`config.mk`:
```
export PLATFORM = sky130hd
export DESIGN_NAME = apb_uart_fifo_top_flat
export DESIGN_NICKNAME = d
export VERILOG_FILES = /design/src/rtl/apb_uart_fifo_top_if.sv /design/src/rtl/apb_uart_fifo_top.sv /design/src/flat_wrapper.sv
export SDC_FILE = /design/constraint.sdc
export NUM_CORES = 1
export LEC_CHECK = 0
export BUFFER_PORTS_ARGS = -buffer_cell sky130_fd_sc_hd__buf_2
export CORE_MARGIN = 1
export CORE_UTILIZATION = 50
export DETAILED_ROUTE_END_ITERATION = 12
export PLACE_DENSITY_LB_ADDON = 0.15
export SYNTH_ARGS = -nofsm -noshare
export SYNTH_HDL_FRONTEND = slang
export SYNTH_SLANG_ARGS = --single-unit
```
`constraint.sdc`:
```
create_clock -name PCLK -period 6.25 [get_ports PCLK]
set_clock_uncertainty 0.15 [all_clocks]
set_input_delay 0.625 -clock PCLK [delete_from_list [all_inputs] [get_ports PCLK]]
set_output_delay 0.625 -clock PCLK [all_outputs]
set_load 0.02 [all_outputs]
```
`src/rtl/apb_uart_fifo_top_if.sv`:
```
// APB3 bus bundle for apb_uart_fifo_top.
// Signals: PSELx, PENABLE, PWRITE, PADDR, PWDATA (master -> slave);
//          PRDATA, PREADY, PSLVERR (slave -> master).
// Modports: master (bus driver / testbench), slave (peripheral).
interface apb_uart_fifo_top_if #(
  parameter int DATA_WIDTH = 32,
  parameter int ADDR_WIDTH = 8
);
  logic                  PSELx;
  logic                  PENABLE;
  logic                  PWRITE;
  logic [ADDR_WIDTH-1:0] PADDR;
  logic [DATA_WIDTH-1:0] PWDATA;
  logic [DATA_WIDTH-1:0] PRDATA;
  logic                  PREADY;
  logic                  PSLVERR;

  modport master (
    output PSELx, PENABLE, PWRITE, PADDR, PWDATA,
    input  PRDATA, PREADY, PSLVERR
  );

  modport slave (
    input  PSELx, PENABLE, PWRITE, PADDR, PWDATA,
    output PRDATA, PREADY, PSLVERR
  );
endinterface

```
`src/rtl/apb_uart_fifo_top.sv`:
```
// APB3 UART peripheral with TX/RX FIFOs, programmable baud divisor,
// optional even/odd parity, 1/2 TX stop bits, sticky error flags, level irq.
// Ports:
//   PCLK    clock, rising edge
//   PRESET  synchronous active-high reset
//   apb     APB3 slave bundle (zero wait states)
//   RX      asynchronous serial input, idle high
//   Tx      serial output, idle high (registered)
//   irq     level interrupt
// Register map (PADDR[4:2]): 0 TXDATA, 1 RXDATA, 2 STATUS, 3 CTRL, 4 BAUDDIV.
//
// TX / RX FSM states:
//   state    | meaning
//   S_IDLE   | line idle, waiting for work (TX: FIFO data, RX: falling edge)
//   S_START  | start bit (RX: half-bit wait then false-start check)
//   S_DATA   | 8 data bits, LSB first
//   S_PARITY | parity bit, only when parity was enabled at frame start
//   S_STOP   | stop bit(s); TX chains straight into the next frame
module apb_uart_fifo_top #(
  parameter int DATA_WIDTH  = 32,
  parameter int ADDR_WIDTH  = 8,
  parameter int FIFO_DEPTH  = 8,
  parameter int DIV_WIDTH   = 16,
  parameter int DEFAULT_DIV = 867
) (
  input  logic               PCLK,
  input  logic               PRESET,
  apb_uart_fifo_top_if.slave apb,
  input  logic               RX,
  output logic               Tx,
  output logic               irq
);
  localparam int PW = $clog2(FIFO_DEPTH);
  localparam int CW = PW + 1;

  typedef enum logic [2:0] {S_IDLE, S_START, S_DATA, S_PARITY, S_STOP} state_t;

  logic                 access, wr_acc, rd_acc;
  logic [2:0]           addr;
  logic [7:0]           ctrl;
  logic [DIV_WIDTH-1:0] bauddiv;
  logic                 overrun, parity_err, frame_err;

  logic [7:0]    tx_mem [FIFO_DEPTH];
  logic [PW-1:0] tx_wp, tx_rp;
  logic [CW-1:0] tx_cnt;
  logic          tx_full, tx_empty, tx_push, tx_pop;

  logic [7:0]    rx_mem [FIFO_DEPTH];
  logic [PW-1:0] rx_wp, rx_rp;
  logic [CW-1:0] rx_cnt;
  logic          rx_full, rx_empty, rx_push, rx_pop;

  state_t               tx_state;
  logic [DIV_WIDTH-1:0] tx_tmr, tx_div;
  logic [2:0]           tx_bit;
  logic [7:0]           tx_data;
  logic                 tx_par_en, tx_par_odd, tx_stop2, tx_second, tx_frame_end, tx_busy;

  state_t               rx_state;
  logic [DIV_WIDTH-1:0] rx_tmr, rx_div, rx_half_load;
  logic [DIV_WIDTH:0]   rx_half_p1;
  logic [2:0]           rx_bit;
  logic [7:0]           rx_data;
  logic                 rx_s1, rx_s2, rx_prev, rx_par_en, rx_par_odd, rx_par_ok;
  logic                 rx_stop_smp, rx_good, ovr_set, par_set, frm_set, sts_w1c;

  logic [15:0]           status;
  logic [DATA_WIDTH-1:0] prdata;
  logic                  pslverr;
  logic                  unused_bits;

  assign access = apb.PSELx & apb.PENABLE;
  assign wr_acc = access & apb.PWRITE;
  assign rd_acc = access & ~apb.PWRITE;
  assign addr   = apb.PADDR[4:2];
  assign unused_bits = ^{apb.PWDATA, apb.PADDR};

  assign tx_full  = (tx_cnt == CW'(FIFO_DEPTH));
  assign tx_empty = (tx_cnt == '0);
  assign rx_full  = (rx_cnt == CW'(FIFO_DEPTH));
  assign rx_empty = (rx_cnt == '0);
  assign tx_busy  = (tx_state != S_IDLE);

  // Last cycle of the final stop bit; a pop here starts the next frame with no gap.
  assign tx_frame_end = (tx_state == S_STOP) && (tx_tmr == '0) && !(tx_stop2 && !tx_second);
  assign tx_push = wr_acc && (addr == 3'd0) && !tx_full;
  assign tx_pop  = ctrl[0] && !tx_empty && ((tx_state == S_IDLE) || tx_frame_end);

  assign rx_stop_smp = (rx_state == S_STOP) && (rx_tmr == '0);
  assign rx_good = rx_s2 && rx_par_ok;
  assign rx_push = rx_stop_smp && rx_good && !rx_full;
  assign ovr_set = rx_stop_smp && rx_good && rx_full;
  assign par_set = rx_stop_smp && rx_s2 && !rx_par_ok;
  assign frm_set = rx_stop_smp && !rx_s2;
  assign rx_pop  = rd_acc && (addr == 3'd1) && !rx_empty;
  assign sts_w1c = wr_acc && (addr == 3'd2);

  // First sample lands (BAUDDIV+1)/2 cycles after the detected falling edge.
  assign rx_half_p1   = ({1'b0, bauddiv} + {{DIV_WIDTH{1'b0}}, 1'b1}) >> 1;
  assign rx_half_load = (rx_half_p1 == '0) ? '0
                      : DIV_WIDTH'(rx_half_p1 - {{DIV_WIDTH{1'b0}}, 1'b1});

  assign status = {8'(rx_cnt), tx_busy, frame_err, parity_err, overrun,
                   rx_empty, rx_full, tx_empty, tx_full};

  assign irq = (ctrl[5] & ~rx_empty) | (ctrl[6] & tx_empty) |
               (ctrl[7] & (overrun | parity_err | frame_err));

  always_comb begin
    prdata  = '0;
    pslverr = 1'b0;
    if (access) begin
      case (addr)
        3'd0: pslverr = ~apb.PWRITE | tx_full;
        3'd1: begin
          if (apb.PWRITE || rx_empty) pslverr = 1'b1;
          else                        prdata  = DATA_WIDTH'(rx_mem[rx_rp]);
        end
        3'd2: if (!apb.PWRITE) prdata = DATA_WIDTH'(status);
        3'd3: if (!apb.PWRITE) prdata = DATA_WIDTH'(ctrl);
        3'd4: if (!apb.PWRITE) prdata = DATA_WIDTH'(bauddiv);
        default: pslverr = 1'b1;
      endcase
    end
  end

  assign apb.PRDATA  = prdata;
  assign apb.PSLVERR = pslverr;
  assign apb.PREADY  = 1'b1;

  always_ff @(posedge PCLK) begin
    if (tx_push) tx_mem[tx_wp] <= apb.PWDATA[7:0];
    if (rx_push) rx_mem[rx_wp] <= rx_data;
  end

  always_ff @(posedge PCLK) begin
    if (PRESET) begin
      ctrl       <= '0;
      bauddiv    <= DIV_WIDTH'(DEFAULT_DIV);
      overrun    <= 1'b0;
      parity_err <= 1'b0;
      frame_err  <= 1'b0;
      tx_wp      <= '0;
      tx_rp      <= '0;
      tx_cnt     <= '0;
      rx_wp      <= '0;
      rx_rp      <= '0;
      rx_cnt     <= '0;
    end else begin
      if (wr_acc && addr == 3'd3) ctrl    <= apb.PWDATA[7:0];
      if (wr_acc && addr == 3'd4) bauddiv <= apb.PWDATA[DIV_WIDTH-1:0];
      // set has priority over write-1-clear
      overrun    <= (overrun    & ~(sts_w1c & apb.PWDATA[4])) | ovr_set;
      parity_err <= (parity_err & ~(sts_w1c & apb.PWDATA[5])) | par_set;
      frame_err  <= (frame_err  & ~(sts_w1c & apb.PWDATA[6])) | frm_set;
      if (tx_push) tx_wp <= tx_wp + PW'(1);
      if (tx_pop)  tx_rp <= tx_rp + PW'(1);
      tx_cnt <= tx_cnt + CW'(tx_push) - CW'(tx_pop);
      if (rx_push) rx_wp <= rx_wp + PW'(1);
      if (rx_pop)  rx_rp <= rx_rp + PW'(1);
      rx_cnt <= rx_cnt + CW'(rx_push) - CW'(rx_pop);
    end
  end

  always_ff @(posedge PCLK) begin
    if (PRESET) begin
      tx_state   <= S_IDLE;
      Tx         <= 1'b1;
      tx_tmr     <= '0;
      tx_div     <= '0;
      tx_bit     <= '0;
      tx_data    <= '0;
      tx_par_en  <= 1'b0;
      tx_par_odd <= 1'b0;
      tx_stop2   <= 1'b0;
      tx_second  <= 1'b0;
    end else if (tx_pop) begin
      // frame settings are frozen here so register writes only affect the next frame
      tx_state   <= S_START;
      Tx         <= 1'b0;
      tx_data    <= tx_mem[tx_rp];
      tx_div     <= bauddiv;
      tx_tmr     <= bauddiv;
      tx_par_en  <= ctrl[2];
      tx_par_odd <= ctrl[3];
      tx_stop2   <= ctrl[4];
      tx_second  <= 1'b0;
    end else begin
      case (tx_state)
        S_IDLE: Tx <= 1'b1;
        S_START: begin
          if (tx_tmr == '0) begin
            tx_state <= S_DATA;
            Tx       <= tx_data[0];
            tx_bit   <= '0;
            tx_tmr   <= tx_div;
          end else tx_tmr <= tx_tmr - DIV_WIDTH'(1);
        end
        S_DATA: begin
          if (tx_tmr == '0) begin
            tx_tmr <= tx_div;
            if (tx_bit == 3'd7) begin
              if (tx_par_en) begin
                tx_state <= S_PARITY;
                Tx       <= ^tx_data ^ tx_par_odd;
              end else begin
                tx_state <= S_STOP;
                Tx       <= 1'b1;
              end
            end else begin
              tx_bit <= tx_bit + 3'd1;
              Tx     <= tx_data[tx_bit + 3'd1];
            end
          end else tx_tmr <= tx_tmr - DIV_WIDTH'(1);
        end
        S_PARITY: begin
          if (tx_tmr == '0) begin
            tx_state <= S_STOP;
            Tx       <= 1'b1;
            tx_tmr   <= tx_div;
          end else tx_tmr <= tx_tmr - DIV_WIDTH'(1);
        end
        S_STOP: begin
          if (tx_tmr == '0) begin
            if (tx_stop2 && !tx_second) begin
              tx_second <= 1'b1;
              tx_tmr    <= tx_div;
            end else tx_state <= S_IDLE;
          end else tx_tmr <= tx_tmr - DIV_WIDTH'(1);
        end
        default: tx_state <= S_IDLE;
      endcase
    end
  end

  always_ff @(posedge PCLK) begin
    if (PRESET) begin
      rx_s1      <= 1'b1;
      rx_s2      <= 1'b1;
      rx_prev    <= 1'b1;
      rx_state   <= S_IDLE;
      rx_tmr     <= '0;
      rx_div     <= '0;
      rx_bit     <= '0;
      rx_data    <= '0;
      rx_par_en  <= 1'b0;
      rx_par_odd <= 1'b0;
      rx_par_ok  <= 1'b1;
    end else begin
      rx_s1   <= RX;
      rx_s2   <= rx_s1;
      rx_prev <= rx_s2;
      case (rx_state)
        S_IDLE: begin
          if (ctrl[1] && rx_prev && !rx_s2) begin
            rx_state   <= S_START;
            rx_tmr     <= rx_half_load;
            rx_div     <= bauddiv;
            rx_par_en  <= ctrl[2];
            rx_par_odd <= ctrl[3];
            rx_par_ok  <= 1'b1;
          end
        end
        S_START: begin
          if (rx_tmr == '0) begin
            if (rx_s2) rx_state <= S_IDLE;
            else begin
              rx_state <= S_DATA;
              rx_bit   <= '0;
              rx_tmr   <= rx_div;
            end
          end else rx_tmr <= rx_tmr - DIV_WIDTH'(1);
        end
        S_DATA: begin
          if (rx_tmr == '0) begin
            rx_data[rx_bit] <= rx_s2;
            rx_tmr          <= rx_div;
            if (rx_bit == 3'd7) rx_state <= rx_par_en ? S_PARITY : S_STOP;
            else                rx_bit   <= rx_bit + 3'd1;
          end else rx_tmr <= rx_tmr - DIV_WIDTH'(1);
        end
        S_PARITY: begin
          if (rx_tmr == '0) begin
            rx_par_ok <= (rx_s2 == (^rx_data ^ rx_par_odd));
            rx_state  <= S_STOP;
            rx_tmr    <= rx_div;
          end else rx_tmr <= rx_tmr - DIV_WIDTH'(1);
        end
        S_STOP: begin
          if (rx_tmr == '0) rx_state <= S_IDLE;
          else              rx_tmr   <= rx_tmr - DIV_WIDTH'(1);
        end
        default: rx_state <= S_IDLE;
      endcase
    end
  end
endmodule

```
`src/flat_wrapper.sv`:
```
// flat-port wrapper written by rule: the top's interface ports become plain ports
module apb_uart_fifo_top_flat 
#(
  parameter int DATA_WIDTH  = 32,
  parameter int ADDR_WIDTH  = 8,
  parameter int FIFO_DEPTH  = 8,
  parameter int DIV_WIDTH   = 16,
  parameter int DEFAULT_DIV = 867
)
  (PCLK, PRESET, RX, Tx, irq, apb_PSELx, apb_PENABLE, apb_PWRITE, apb_PADDR, apb_PWDATA, apb_PRDATA, apb_PREADY, apb_PSLVERR);
  apb_uart_fifo_top_if #(.DATA_WIDTH(DATA_WIDTH), .ADDR_WIDTH(ADDR_WIDTH)) apb_i ();
  input  logic PCLK;
  input  logic PRESET;
  input  logic RX;
  output logic Tx;
  output logic irq;
  input wire logic [$bits(apb_i.PSELx)-1:0] apb_PSELx;
  input wire logic [$bits(apb_i.PENABLE)-1:0] apb_PENABLE;
  input wire logic [$bits(apb_i.PWRITE)-1:0] apb_PWRITE;
  input wire logic [$bits(apb_i.PADDR)-1:0] apb_PADDR;
  input wire logic [$bits(apb_i.PWDATA)-1:0] apb_PWDATA;
  output wire logic [$bits(apb_i.PRDATA)-1:0] apb_PRDATA;
  output wire logic [$bits(apb_i.PREADY)-1:0] apb_PREADY;
  output wire logic [$bits(apb_i.PSLVERR)-1:0] apb_PSLVERR;
  assign apb_i.PSELx = apb_PSELx;
  assign apb_i.PENABLE = apb_PENABLE;
  assign apb_i.PWRITE = apb_PWRITE;
  assign apb_i.PADDR = apb_PADDR;
  assign apb_i.PWDATA = apb_PWDATA;
  assign apb_PRDATA = apb_i.PRDATA;
  assign apb_PREADY = apb_i.PREADY;
  assign apb_PSLVERR = apb_i.PSLVERR;
  apb_uart_fifo_top #(.DATA_WIDTH(DATA_WIDTH), .ADDR_WIDTH(ADDR_WIDTH), .FIFO_DEPTH(FIFO_DEPTH), .DIV_WIDTH(DIV_WIDTH), .DEFAULT_DIV(DEFAULT_DIV)) u_core (.PCLK(PCLK), .PRESET(PRESET), .apb(apb_i), .RX(RX), .Tx(Tx), .irq(irq));
endmodule
```
======== Yosys cells after proc, flatten, opt, wreduce, memory -nomap -nowiden ========
Memory sizes are Yosys's and may differ from the RTL's. A register that Yosys moved wholly into a read port is not among the register bits.
Index checks and enable logic that the tools add are counted.
storage, ports and cells
  flip-flop bits (word level) ............. 142
  RAM bits ................................ 128
  input bits .............................. 46
  output and inout bits ................... 36
  word-level logic and storage cells ...... 257
  memories kept ........................... 2
memory list
  name           depth  bits a word  read ports  clocked after Yosys merged registers in  wr ports  line                     RTL
  u_core.rx_mem  8      8            1           1                                        1         apb_uart_fifo_top.sv:49  logic [7:0] rx_mem [FIFO_DEPTH];
  u_core.tx_mem  8      8            1           1                                        1         apb_uart_fifo_top.sv:44  logic [7:0] tx_mem [FIFO_DEPTH];
cells by class
  add/sub/neg operators ................... 14
  order comparisons ....................... 3
  equal/unequal tests ..................... 42
  mux-type cells .......................... 69
  bitwise gates (word level) .............. 29
  reductions and logical operators ........ 66
operators with widths
  cell                                                                      count
  16-bit 2-to-1 mux                                                         11
  32-bit one-hot mux with 4 select lines                                    1
  3-bit 2-to-1 mux                                                          23
  16-bit one-hot mux with 4 select lines                                    1
  16-bit by 1-bit subtractor with 16-bit output (second input constant)     3
  16-bit zero test                                                          2
  32-bit 2-to-1 mux                                                         1
  16-bit one-hot mux with 2 select lines                                    1
  3-bit one-hot mux with 5 select lines                                     2
  1-bit logical AND                                                         23
  2-bit by 1-bit inequality test with 1-bit output (second input constant)  10
  3-bit by 1-bit adder with 3-bit output (second input constant)            6
  3-bit by 2-bit equality test with 1-bit output (second input constant)    6
  16-bit by 1-bit adder with 17-bit output (second input constant)          1
  17-bit zero test                                                          1
  1-bit 2-to-1 mux                                                          17
  8-bit 2-to-1 mux                                                          2
  8-bit parity                                                              2
  3-bit equality test (second input constant)                               5
  2-bit inequality test (second input constant)                             7
  7-bit AND reduction                                                       2
  1-bit AND                                                                 12
  12-bit 2-to-1 mux                                                         1
  3-bit by 1-bit inequality test with 1-bit output (second input constant)  4
  other kinds (36)                                                          79

======== Longest topological paths before layout ========
  depth in word-level cells ............... 8
  depth in mapped cells ................... 16
  gate-level depth less buffers ........... 13

======== Least setup slack after synthesis ========
No wires, ideal clock.
  path type ............................... reg-to-reg
  from .................................... reg u_core.tx_tmr[11]
  to ...................................... reg u_core.tx_cnt[2]
  setup time .............................. 128 ps
  arrival ................................. 3063 ps
  data required time ...................... 5972 ps
  path slack .............................. 2910 ps
  stages on the path, launching flop included .. 16
  cell sequence ........................... dfxtp_1 > buf_2 > or4_1 > or2_2 > clkbuf_1 > o31ai_2 > and4_1 > buf_6 > buf_6 > nand2_1 > o21ai_0 > ha_1 > inv_1 > fa_1 > xor2_1 > nor2_1
on the way
  longest elaborated chain between the ends .. 6
RTL lines
  element                                      line                      RTL
  start: declaration                           apb_uart_fifo_top.sv:55   logic [DIV_WIDTH-1:0] tx_tmr, tx_div;
  start signal: assignment                     apb_uart_fifo_top.sv:184  tx_tmr <= bauddiv;
  start signal: assignment                     apb_uart_fifo_top.sv:197  tx_tmr <= tx_div;
  start signal: assignment                     apb_uart_fifo_top.sv:198  end else tx_tmr <= tx_tmr - DIV_WIDTH'(1);
  16-bit zero test                             apb_uart_fifo_top.sv:86   assign tx_frame_end = (tx_state == S_STOP) && (tx_tmr == '0) && !(tx_stop2 && !tx_second);
  1-bit logical AND (2 in a row)               apb_uart_fifo_top.sv:86
  1-bit logical OR                             apb_uart_fifo_top.sv:88   assign tx_pop = ctrl[0] && !tx_empty && ((tx_state == S_IDLE) || tx_frame_end);
  1-bit logical AND                            apb_uart_fifo_top.sv:88
  4-bit by 1-bit subtractor with 4-bit output  apb_uart_fifo_top.sv:159  tx_cnt <= tx_cnt + CW'(tx_push) - CW'(tx_pop);
  end signal: assignment                       apb_uart_fifo_top.sv:159
  end: declaration                             apb_uart_fifo_top.sv:46   logic [CW-1:0] tx_cnt;
Every way passes these cells.
A chain may end at the register's enable or synchronous reset.

==> flow_metrics.py <==
metrics = {
    "run_status": {
        "status": "complete, no violations",
    },
    "routing": {
        "wl_um": 32000,
        "drt_first_iter_violations": 900,
        "ant_nets": 0,
        "wl_per_cell_um": 18.8,
        "vias": 9771,
        "topRoutingLayerUsed": "met4",
        "drc": 0,
        "wl_met1_um": 15300,
        "via_per_inst": 5.75,
        "first_pass_iters": 6,
        "route.met3.wl_um": 1520,
        "wl_met2_um": 14600,
    },
    "grt": {
        "track_usage_pct": 22.9,
        "grt_pass1_vias": 9162,
        "antenna_found_initial": 3,
        "grt_pass1_wl_um": 50900,
        "grt-ovfl-total": 0,
        "grt_max_degree": 101,
    },
    "sta": {
        "worst_pin_slew_ps": 1160,
        "min_period_over_period_pct": 63.5,
        "rsz0062_at_grt": "no",
        "hold_violations": 0,
        "slew_violations": 0,
        "setup-violations-final": 0,
        "tns_ps": 0,
        "fmax_mhz": 252,
        "period_minus_slack_ps": 3970,
        "slew_headroom_pct": 22.7,
        "whs_ps": 98.3,
    },
    "clock_network": {
        "clock_latency_ps": 560,
        "post-cts-setup-buffer-count": 0,
        "cts_tree": "yes",
        "cts_hold_buffers": 0,
        "cts_root_buf": "clkbuf_16",
        "h-tree-depth": 1,
        "numCtsBuffers": 30,
        "path_clk_slew_ps": 60,
        "clk_path_buf_depth": 3,
        "cts_resized": 0,
        "clock-sinks": 281,
    },
    "critical_path": {
        "cp_data_required_time_ps": 5470,
        "worst-setup-path-type": "reg2out",
        "r2r-end": "u_core.rx_tmr[6]$_SDFFE_PP0P_",
        "regToRegSetupSlack_ps": 2600,
        "worstPathArrival_ps": 3190,
        "reg2reg_depth": 8,
        "rr_startpoint": "u_core.bauddiv[1]$_SDFFE_PP1P_",
        "worstSetupEndpoint": "apb_PRDATA[7]",
        "start_kind": "flip-flop",
        "cp-end-kind": "output pin",
        "cp_max_fo": 16,
    },
    "yosys": {
        "synthesis.area_um2": 13800,
        "syn_avg_cell_area_um2": 10.3,
        "synthCells": 1334,
        "yosysSeqAreaShare_pct": 50.2,
        "synth-main-ff-cell": "dfxtp_1",
        "synth_cell_types": 77,
        "synth_edf_count": 128,
        "yosys_warnings": 0,
        "ys_seq_elements": 281,
        "synth-async-reset-ratio_pct": 0,
    },
    "final_layout": {
        "final_cells": 1699,
        "layout-drive-gt1-share_pct": 13.4,
        "n_fill_cell": 2326,
        "syn2layout_area_growth_pct": 9.54,
        "fin_nets": 1405,
    },
    "floorplanning": {
        "floorplan.initialDensity_pct": 51.0,
        "die_y_um": 168,
        "num_io_pins": 82,
        "core-area_um2": 27000,
        "fp.dieW_um": 168,
        "die_area_um2": 28200,
        "rows": 60,
    },
    "placement": {
        "port_buffers": 43,
        "place_congestion": 0.854,
        "placedCellCount": 1641,
        "dp_hpwl_um": 21300,
    },
    "min_path": {
        "hp-class": "in2reg",
    },
    "pwr": {
        "total_power_mw": 4.19,
        "leakage_nw": 5.19,
        "power_density_nw_per_um2": 278,
        "ir_drop_mv": 0.201,
    },
    "job": {
        "drv_cap": 0,
    },
}
==> power breakdown <==
group	internal [mW]	switching (mW)
sequential	1.93	0.0339
clock	1.11	0.715
combinational	0.141	0.253
total	3.18	1.00
==> placed cells by master (no fill, tap or decap), types with 5 or more instances in the layout <==
cell type,instances
nor3_1,31
o211ai_1,14
buf_4,13
a31oi_1,21
nand2_1,200
and3_1,11
mux2i_1,33
nor2_1,132
clkbuf_8,6
o21ai_0,31
edfxtp_1,128
xor2_1,24
conb_1,17
and2_1,5
nor4_1,12
clkbuf_16,31
a211oi_2,10
mux4_2,34
clkbuf_1,11
xnor2_1,44
or3_1,9
a221oi_1,9
buf_2,42
or2_2,10
nand3_1,30
ha_1,25
nor2b_1,9
nand2b_1,15
a222oi_1,7
mux2_2,13
dfxtp_1,153
a211oi_1,15
nand4_1,18
a21oi_1,79
inv_1,25
nand3b_1,8
==> critical path: stages, from the launching register on <==
cell and delay [ps]:
dfxtp_1 1040, mux4_2 610, mux2_2 300, a221oi_1 340, nor2_1 150, buf_2 190
==> cells in the mapped netlist, types with 4 or more instances <==
cell	instances	area share, %
nand2_1	200	5.5
dfxtp_1	153	22
nor2_1	132	3.6
edfxtp_1	128	28
a21oi_1	79	2.9
clkbuf_1	58	1.6
xnor2_1	44	2.8
mux4_2	34	5.6
mux2i_1	33	2.4
nor3_1	32	1.2
o21ai_0	31	1.1
nand3_1	30	1.1
ha_1	25	2.3
inv_1	25	0.68
xor2_1	24	1.5
buf_4	22	1.2
a31oi_1	21	0.96
nand4_1	18	0.82
a211oi_1	15	0.82
nand2b_1	15	0.68
o211ai_1	14	0.76
mux2_2	13	1.1
nor4_1	13	0.59
and3_1	11	0.50
buf_2	11	0.40
a211oi_2	10	0.91
or2_2	10	0.45
a221oi_1	9	0.57
nor2b_1	9	0.41
or3_1	9	0.41
nand3b_1	8	0.44
a222oi_1	7	0.51
buf_1	7	0.19
and2_1	5	0.23
a22oi_1	4	0.22
a31o_2	4	0.25
and4_1	4	0.25
o21a_1	4	0.22
or4_1	4	0.22
==> routing by layer <==
layer | up-vias | GRT usage (%)
met2 | 246 | 36.2
met5 | - | 0
li1 | 4785 | -
met3 | 38 | 2.77
met4 | 0 | 6.30
met1 | 4702 | 33.3
==> worst min path at each step <==
stage | startpoint | end | slack, ps | cells past startpoint
floorplan | u_core.rx_s1$_SDFF_PP1_ | u_core.rx_s2$_SDFF_PP1_ | 240 | 1
global placement | u_core.rx_s1$_SDFF_PP1_ | u_core.rx_s2$_SDFF_PP1_ | 240 | 1
detailed placement | u_core.rx_s1$_SDFF_PP1_ | u_core.rx_s2$_SDFF_PP1_ | 250 | 1
CTS | RX | u_core.rx_s1$_SDFF_PP1_ | 90 | 2
global route | RX | u_core.rx_s1$_SDFF_PP1_ | 100 | 2
finish | RX | u_core.rx_s1$_SDFF_PP1_ | 100 | 2
==> registers in the layout, indices dropped and copies added, names as in the netlist, 16 cells and up, named ones only <==
signal / cells
u_core.rx_tmr: 16
u_core.tx_mem: 64
u_core.bauddiv: 16
u_core.rx_mem: 64
u_core.rx_div: 16
u_core.tx_tmr: 16
u_core.tx_div: 16
==> cell type report <==
cell class	count	area [um2]	area share (%)
Tap cell	341	427	2.83
Antenna cell	3	7.51	0.0498
Inverter	25	93.8	0.623
Clock inverter	7	135	0.897
Sequential cell	281	6910	45.9
Multi-Input combinational cell	939	6280	41.7
Clock buffer	48	900	5.97
Timing Repair Buffer	55	308	2.04
==> per-stage QoR <==
| stage | area [um2] | util, % | setup WS, ps |
|---|---|---|---|
| 2_1_floorplan | 13800 | - | 2910 |
| 3_3_place_gp | 14000 | 52.0 | 2660 |
| 3_5_place_dp | 14000 | 52.0 | 2660 |
| 4_1_cts | 15100 | 55.9 | 2180 |
| 5_1_grt | 15100 | 55.9 | 1980 |
| 6_report | 15100 | 55.9 | 2280 |
==> kinds of logic after synthesis <==
logic type	Yosys count	share of synthesized area, %
AO/OA/AOI/OAI	229	11.5
XOR/XNOR	68	4.33
adder cells (fa/ha/maj)	27	2.57
buffers and inverters	129	4.63
flip-flops	281	50.2
multiplexers	80	9.04
other	2	0.0546
AND/OR/NAND/NOR	518	17.6
Power figures use the tool's default switching activity.
